### config.mk
export PLATFORM = sky130hd
export DESIGN_NAME = if_prefetch
export DESIGN_NICKNAME = d
export VERILOG_FILES = /design/src/rtl/if_prefetch_pkg.sv /design/src/rtl/if_queue.sv /design/src/rtl/if_prefetch.sv
export SDC_FILE = /design/constraint.sdc
export NUM_CORES = 1
export LEC_CHECK = 0
export BUFFER_PORTS_ARGS = -buffer_cell sky130_fd_sc_hd__buf_2
export CORE_ASPECT_RATIO = 0.9
export CORE_MARGIN = 4
export CORE_UTILIZATION = 60
export CTS_CLUSTER_DIAMETER = 150
export DETAILED_ROUTE_END_ITERATION = 8
export PLACE_DENSITY_LB_ADDON = 0.1
export SLEW_MARGIN = 20
export SYNTH_ARGS = -nofsm -noshare
export SYNTH_HDL_FRONTEND = slang
export SYNTH_SLANG_ARGS = --single-unit
### constraint.sdc
create_clock -name clk -period 7.2 [get_ports clk]
set_input_delay 1.44 -clock clk [delete_from_list [all_inputs] [get_ports clk]]
set_output_delay 1.44 -clock clk [all_outputs]
set_load 0.02 [all_outputs]
### src/rtl/if_prefetch_pkg.sv
// Shared fetch-stage definitions: datapath width, reset PC and
// the {pc, inst} entry carried through the fetch queue.
package if_prefetch_pkg;

    localparam int              XLEN     = 32;
    localparam logic [XLEN-1:0] RESET_PC = 32'h0;
    localparam logic [31:0]     NOP      = 32'h0000_0013;

    typedef struct packed {
        logic [XLEN-1:0] pc;
        logic [31:0]     inst;
    } fq_entry_t;

endpackage

### src/rtl/if_queue.sv
// Synchronous FIFO of fetched {pc, inst} entries; pointers wrap at
// DEPTH so non-power-of-two depths work. Flush clears everything.
module if_queue
    import if_prefetch_pkg::*;
#(
    parameter int DEPTH = 2,
    parameter int CW    = $clog2(DEPTH + 1)
) (
    input  logic          clk,
    input  logic          rst,
    input  logic          push,
    input  fq_entry_t     push_data,
    input  logic          pop,
    input  logic          flush,
    output fq_entry_t     head,
    output logic          full,
    output logic          empty,
    output logic [CW-1:0] count
);

    localparam int PW = (DEPTH > 1) ? $clog2(DEPTH) : 1;

    fq_entry_t     r_mem [DEPTH];
    logic [PW-1:0] r_rd;
    logic [PW-1:0] r_wr;
    logic [CW-1:0] r_cnt;

    logic w_pop;
    logic w_push;

    function automatic logic [PW-1:0] nxt(input logic [PW-1:0] p);
        return (p == PW'(DEPTH - 1)) ? '0 : p + 1'b1;
    endfunction

    assign empty = (r_cnt == '0);
    assign full  = (r_cnt == CW'(DEPTH));
    assign count = r_cnt;
    assign head  = r_mem[r_rd];

    // a pop frees the slot a same-cycle push lands in when full
    assign w_pop  = pop & ~empty;
    assign w_push = push & (~full | w_pop);

    always_ff @(posedge clk) begin
        if (rst || flush) begin
            r_rd  <= '0;
            r_wr  <= '0;
            r_cnt <= '0;
        end else begin
            if (w_push) begin
                r_mem[r_wr] <= push_data;
                r_wr        <= nxt(r_wr);
            end
            if (w_pop) begin
                r_rd <= nxt(r_rd);
            end
            r_cnt <= r_cnt + CW'(w_push) - CW'(w_pop);
        end
    end

endmodule

### src/rtl/if_prefetch.sv
// Instruction-fetch stage: credit-limited word fetch from a shared
// memory port, in-order queueing, valid/ready delivery, redirect flush.
module if_prefetch
    import if_prefetch_pkg::*;
#(
    parameter int ADDR_W = 7,
    parameter int QDEPTH = 2
) (
    input  logic              clk,
    input  logic              rst,
    output logic              imem_req,
    output logic [ADDR_W-1:0] imem_addr,
    input  logic              imem_gnt,
    input  logic [31:0]       imem_rdata,
    input  logic              redirect,
    input  logic [XLEN-1:0]   redirect_pc,
    output logic              inst_valid,
    output logic [31:0]       inst,
    output logic [XLEN-1:0]   inst_pc,
    input  logic              inst_ready
);

    localparam int          CW = $clog2(QDEPTH + 1);
    localparam logic [CW:0] QD = (CW + 1)'(QDEPTH);

    logic [XLEN-1:0] r_pc;
    logic [XLEN-1:0] r_ipc;
    logic            r_inflight;
    logic            r_kill;

    logic            w_pop;
    logic            w_push;
    logic            w_grant;
    logic [CW:0]     w_occ;
    logic            w_full;
    logic            w_empty;
    logic [CW-1:0]   w_count;
    fq_entry_t       w_head;
    fq_entry_t       w_push_data;

    assign w_pop = inst_valid & inst_ready;

    // queued + in flight - leaving this cycle must leave a free slot
    assign w_occ = {1'b0, w_count}
                 + (CW + 1)'(r_inflight)
                 - (CW + 1)'(w_pop);

    assign imem_req  = ~rst & ~redirect & (w_occ < QD);
    assign imem_addr = r_pc[ADDR_W-1:0];
    assign w_grant   = imem_req & imem_gnt;

    assign w_push      = r_inflight & ~r_kill & ~redirect & ~rst;
    assign w_push_data = '{pc: r_ipc, inst: imem_rdata};

    always_ff @(posedge clk) begin
        if (rst) begin
            r_pc       <= RESET_PC;
            r_ipc      <= '0;
            r_inflight <= 1'b0;
            r_kill     <= 1'b0;
        end else begin
            r_inflight <= w_grant;
            r_kill     <= redirect & w_grant;
            if (redirect) begin
                r_pc <= redirect_pc & ~(XLEN'(3));
            end else if (w_grant) begin
                r_pc  <= r_pc + XLEN'(4);
                r_ipc <= r_pc;
            end
        end
    end

    always_ff @(posedge clk) begin
        if (!rst) begin
            assert (!(w_push && w_full && !w_pop))
                else $error("if_prefetch: push into full queue");
        end
    end

    if_queue #(
        .DEPTH (QDEPTH)
    ) u_queue (
        .clk       (clk),
        .rst       (rst),
        .push      (w_push),
        .push_data (w_push_data),
        .pop       (w_pop),
        .flush     (redirect),
        .head      (w_head),
        .full      (w_full),
        .empty     (w_empty),
        .count     (w_count)
    );

    assign inst_valid = ~rst & ~w_empty;
    assign inst       = inst_valid ? w_head.inst : '0;
    assign inst_pc    = inst_valid ? w_head.pc : '0;

endmodule

==> reports/results.txt <==
outcome - finished clean
vias in the first global route - 5110
ANT nets after route - 0
Final Max Slew Viols - 0
gr usage total - 0.215
Mapped Cells - 667
Initial Util - 0.619
relative slew slack - 0.324
Setup TNS - 0 ns
Sink Count - 191
DR pass1 iterations - 5
Final Cycle Share - 0.734
Clock Pin Slew Worst Setup and Hold Paths - 0.06 ns
highest-delay cell along the critical path - fa_1
CP required - 5.76 ns
vias per cell - 5.53
cell area after synthesis - 0.00794 mm^2
unrepaired setup endpoints after global routing - no
LEAKAGE - 0.00346 uW
Initial DRC Count - 442
end-of-flow core utilization - 0.727
clk_skew - 0.00719 ns
hold_buf cts - 0
sequential share of the synthesized area - 0.638
final setup vio count - 0
CP delay by family, top - simple AND/OR/NAND/NOR gates
diode count - 0
setup repair bufs after CTS - 0
fill count - 921
arrival time worst endpoint - 3.84 ns
post-cts sizing count - 0
Worst Tran Pin Value - 1.01 ns
CP Cell Sequence - buf_2 -> or2_2 -> buf_4 -> nor2_1 -> ha_1 -> nand2b_1 -> fa_1 -> xnor2_2 -> and3_1 -> buf_2
critical path fanouts, max - 65
Die Wd - 129 um
type of the most critical hold path - flip-flop to flip-flop
ys async rst share - 0
Syn Area/Cell - 11.9 um^2
post-synth top area share - 0.469
Port Buf Inserts - 135
GPL Wtd Cong - 0.827
H-tree Lvls - 4
Final Net Count - 858
initial antenna violation count - 0
hpwl dp - 10.2 mm
layout cells sized above 1 - 0.231
slowest stage delay, CP - 0.40 ns
area overhead of the layout relative to synthesis - 17.4%
I/O pin total - 142
Vias - 5319
Worst-Skew Late Latency - 0.43 ns
max cap viols - 0
CTS Buf Count - 17
top cells by area, synth - edfxtp_1 (47%), dfxtp_1 (17%), mux2i_1 (8.7%)
die area - 0.0151 mm^2
die height - 117 um
CTS tree - yes
maximum number of pins on one net before global-route repair - 67
clk buf depth - 2
fmax - 189 MHz
Root Buffer - clkbuf_16
Post-synth EDFFs - 124
Avg WL per Cell - 16.7 um
CP Class - primary input to output port
total wire length - 16.1 mm
first-pass GRT wire length - 25.1 mm
startpoint types - primary input
std cell rows - 39
crit path buf inv count - 3
endpoints failing hold - 0
VDD IR max - 0.000211 V
cell mode on critical path - buf_2
Residual DRC - 0
synthesis warning total - 0
Setup crit end kind - output port
area leader, netlist - edfxtp_1
pwr/cell area - 247 mW/mm^2
post-synthesis register bit count - 191
Synth cell types - 52
Primary FF master, synth - edfxtp_1
Final min period - 5.28 ns
core footprint - 0.0128 mm^2
GR Overflow Total - 0
layout make-up:
cell class                 instances  area, um^2  area share
clock buffer                      21         450      0.0483
clock inverter                    11         200      0.0215
inverter                          13        48.8     0.00523
multi-input combinational        419        2620       0.280
sequential                       191        5070       0.543
tap                              164         205      0.0220
timing repair buffer             142         741      0.0794
worst reg2reg max path: stages, from the launching register on:
cell and delay, ns:
dfxtp_1 0.48, nor2_1 0.08, or2_2 0.28, buf_4 0.29, nor2_1 0.18, ha_1 0.24, nand2b_1 0.15, fa_1 0.51
and4bb_1 0.37, nand2_1 0.13, inv_2 0.55, nor2_1 0.30, a22oi_1 0.23, a31oi_1 0.11
final timing paths:
kind                                        from                   end  slack, ns  cells past startpoint
worst max-delay path                         rst              imem_req       1.92                     10
worst min-delay path                   r_ipc[31]  u_queue.r_mem[0][63]       0.45                      0
worst max register to register  u_queue.count[1]              r_pc[19]       3.16                     13
worst min register to register         r_ipc[31]  u_queue.r_mem[0][63]       0.45                      0
routing by layer:
layer  wire length (um)  vias up  track usage
li1                   -     2609            -
met1               6940     2507        0.281
met2               7740      181        0.345
met3               1100       22       0.0572
met4                302        0       0.0931
met5                  0        -            0
metrics by stage:
| stage | power, uW | cell area [um^2] | hold slack, ns | worst slack [ns] | cells |
|---|---|---|---|---|---|
| after floorplan | 1270 | 7960 | 0.425 | 1.83 | 671 |
| after global placement | 1300 | 8660 | 0.434 | 1.88 | 928 |
| after detailed placement | 1300 | 8660 | 0.439 | 1.84 | 928 |
| after CTS | 2320 | 9310 | 0.453 | 1.84 | 960 |
| after global routing | 2390 | 9330 | 0.455 | 1.78 | 961 |
| final | 2310 | 9330 | 0.452 | 1.92 | 961 |
cells in the final DEF, fill, tap and decap left out, types with 5 or more instances in the layout:
cell type and count:
nor2_1 81, clkbuf_16 17, bufinv_16 5, nor3_1 12, and2_1 7, buf_2 135, nand4_1 15, nand3_1 6
mux2i_1 69, a22oi_1 9, nand2_1 74, dfxtp_1 66, xnor2_1 10, edfxtp_1 124, a21oi_1 49, nor2b_1 9
conb_1 5, xor2_1 8, inv_1 12, buf_4 6
power by group:
part | internal [uW] | switching, uW | leakage [uW]
clock | 632 | 393 | 0.000317
combinational | 35.8 | 51.1 | 0.00146
sequential | 1180 | 18.8 | 0.00168
total | 1840 | 463 | 0.00346
state kept, by name (all words and copies together), names as in the netlist, named ones only:
| name | count |
|---|---|
| r_ipc | 30 |
| u_queue.r_rd | 1 |
| r_inflight | 1 |
| u_queue.r_wr | 1 |
| u_queue.count | 2 |
| r_kill | 1 |
| u_queue.r_mem | 124 |
| r_pc | 30 |
cell usage after synthesis (3+ instances only):
master      n
xnor2_1    10
xor2_1      8
nand2b_1    3
o22ai_1     4
o21a_1      3
ha_1        4
edfxtp_1  124
and2_1      8
dfxtp_1    67
nand3_1     6
nand2_1    74
or3_1       3
o21ai_1     3
a22oi_1     9
inv_1      12
and3_1      4
nor2_1     81
nand4_1    15
mux2i_1    69
buf_4      13
buf_1       9
a31oi_1     3
nand3b_1    3
o21ai_0     4
nor3_1     12
a32oi_1     4
a21oi_1    49
nor2b_1    10
clkbuf_1   18
buf_2       8
cell families (layout without fill, tap and decap cells):
family	count (synthesis)	after routing	synth area share
AND/OR/NAND/NOR	236	236	0.144
multiplexers	71	71	0.0898
flip-flops	191	191	0.638
other	1	5	0.000472
XOR/XNOR	19	19	0.0219
buffers and inverters	61	187	0.0362
AO/OA/AOI/OAI	83	83	0.0613
adder cells (fa/ha/maj)	5	5	0.00882
Power figures use the tool's default switching activity.
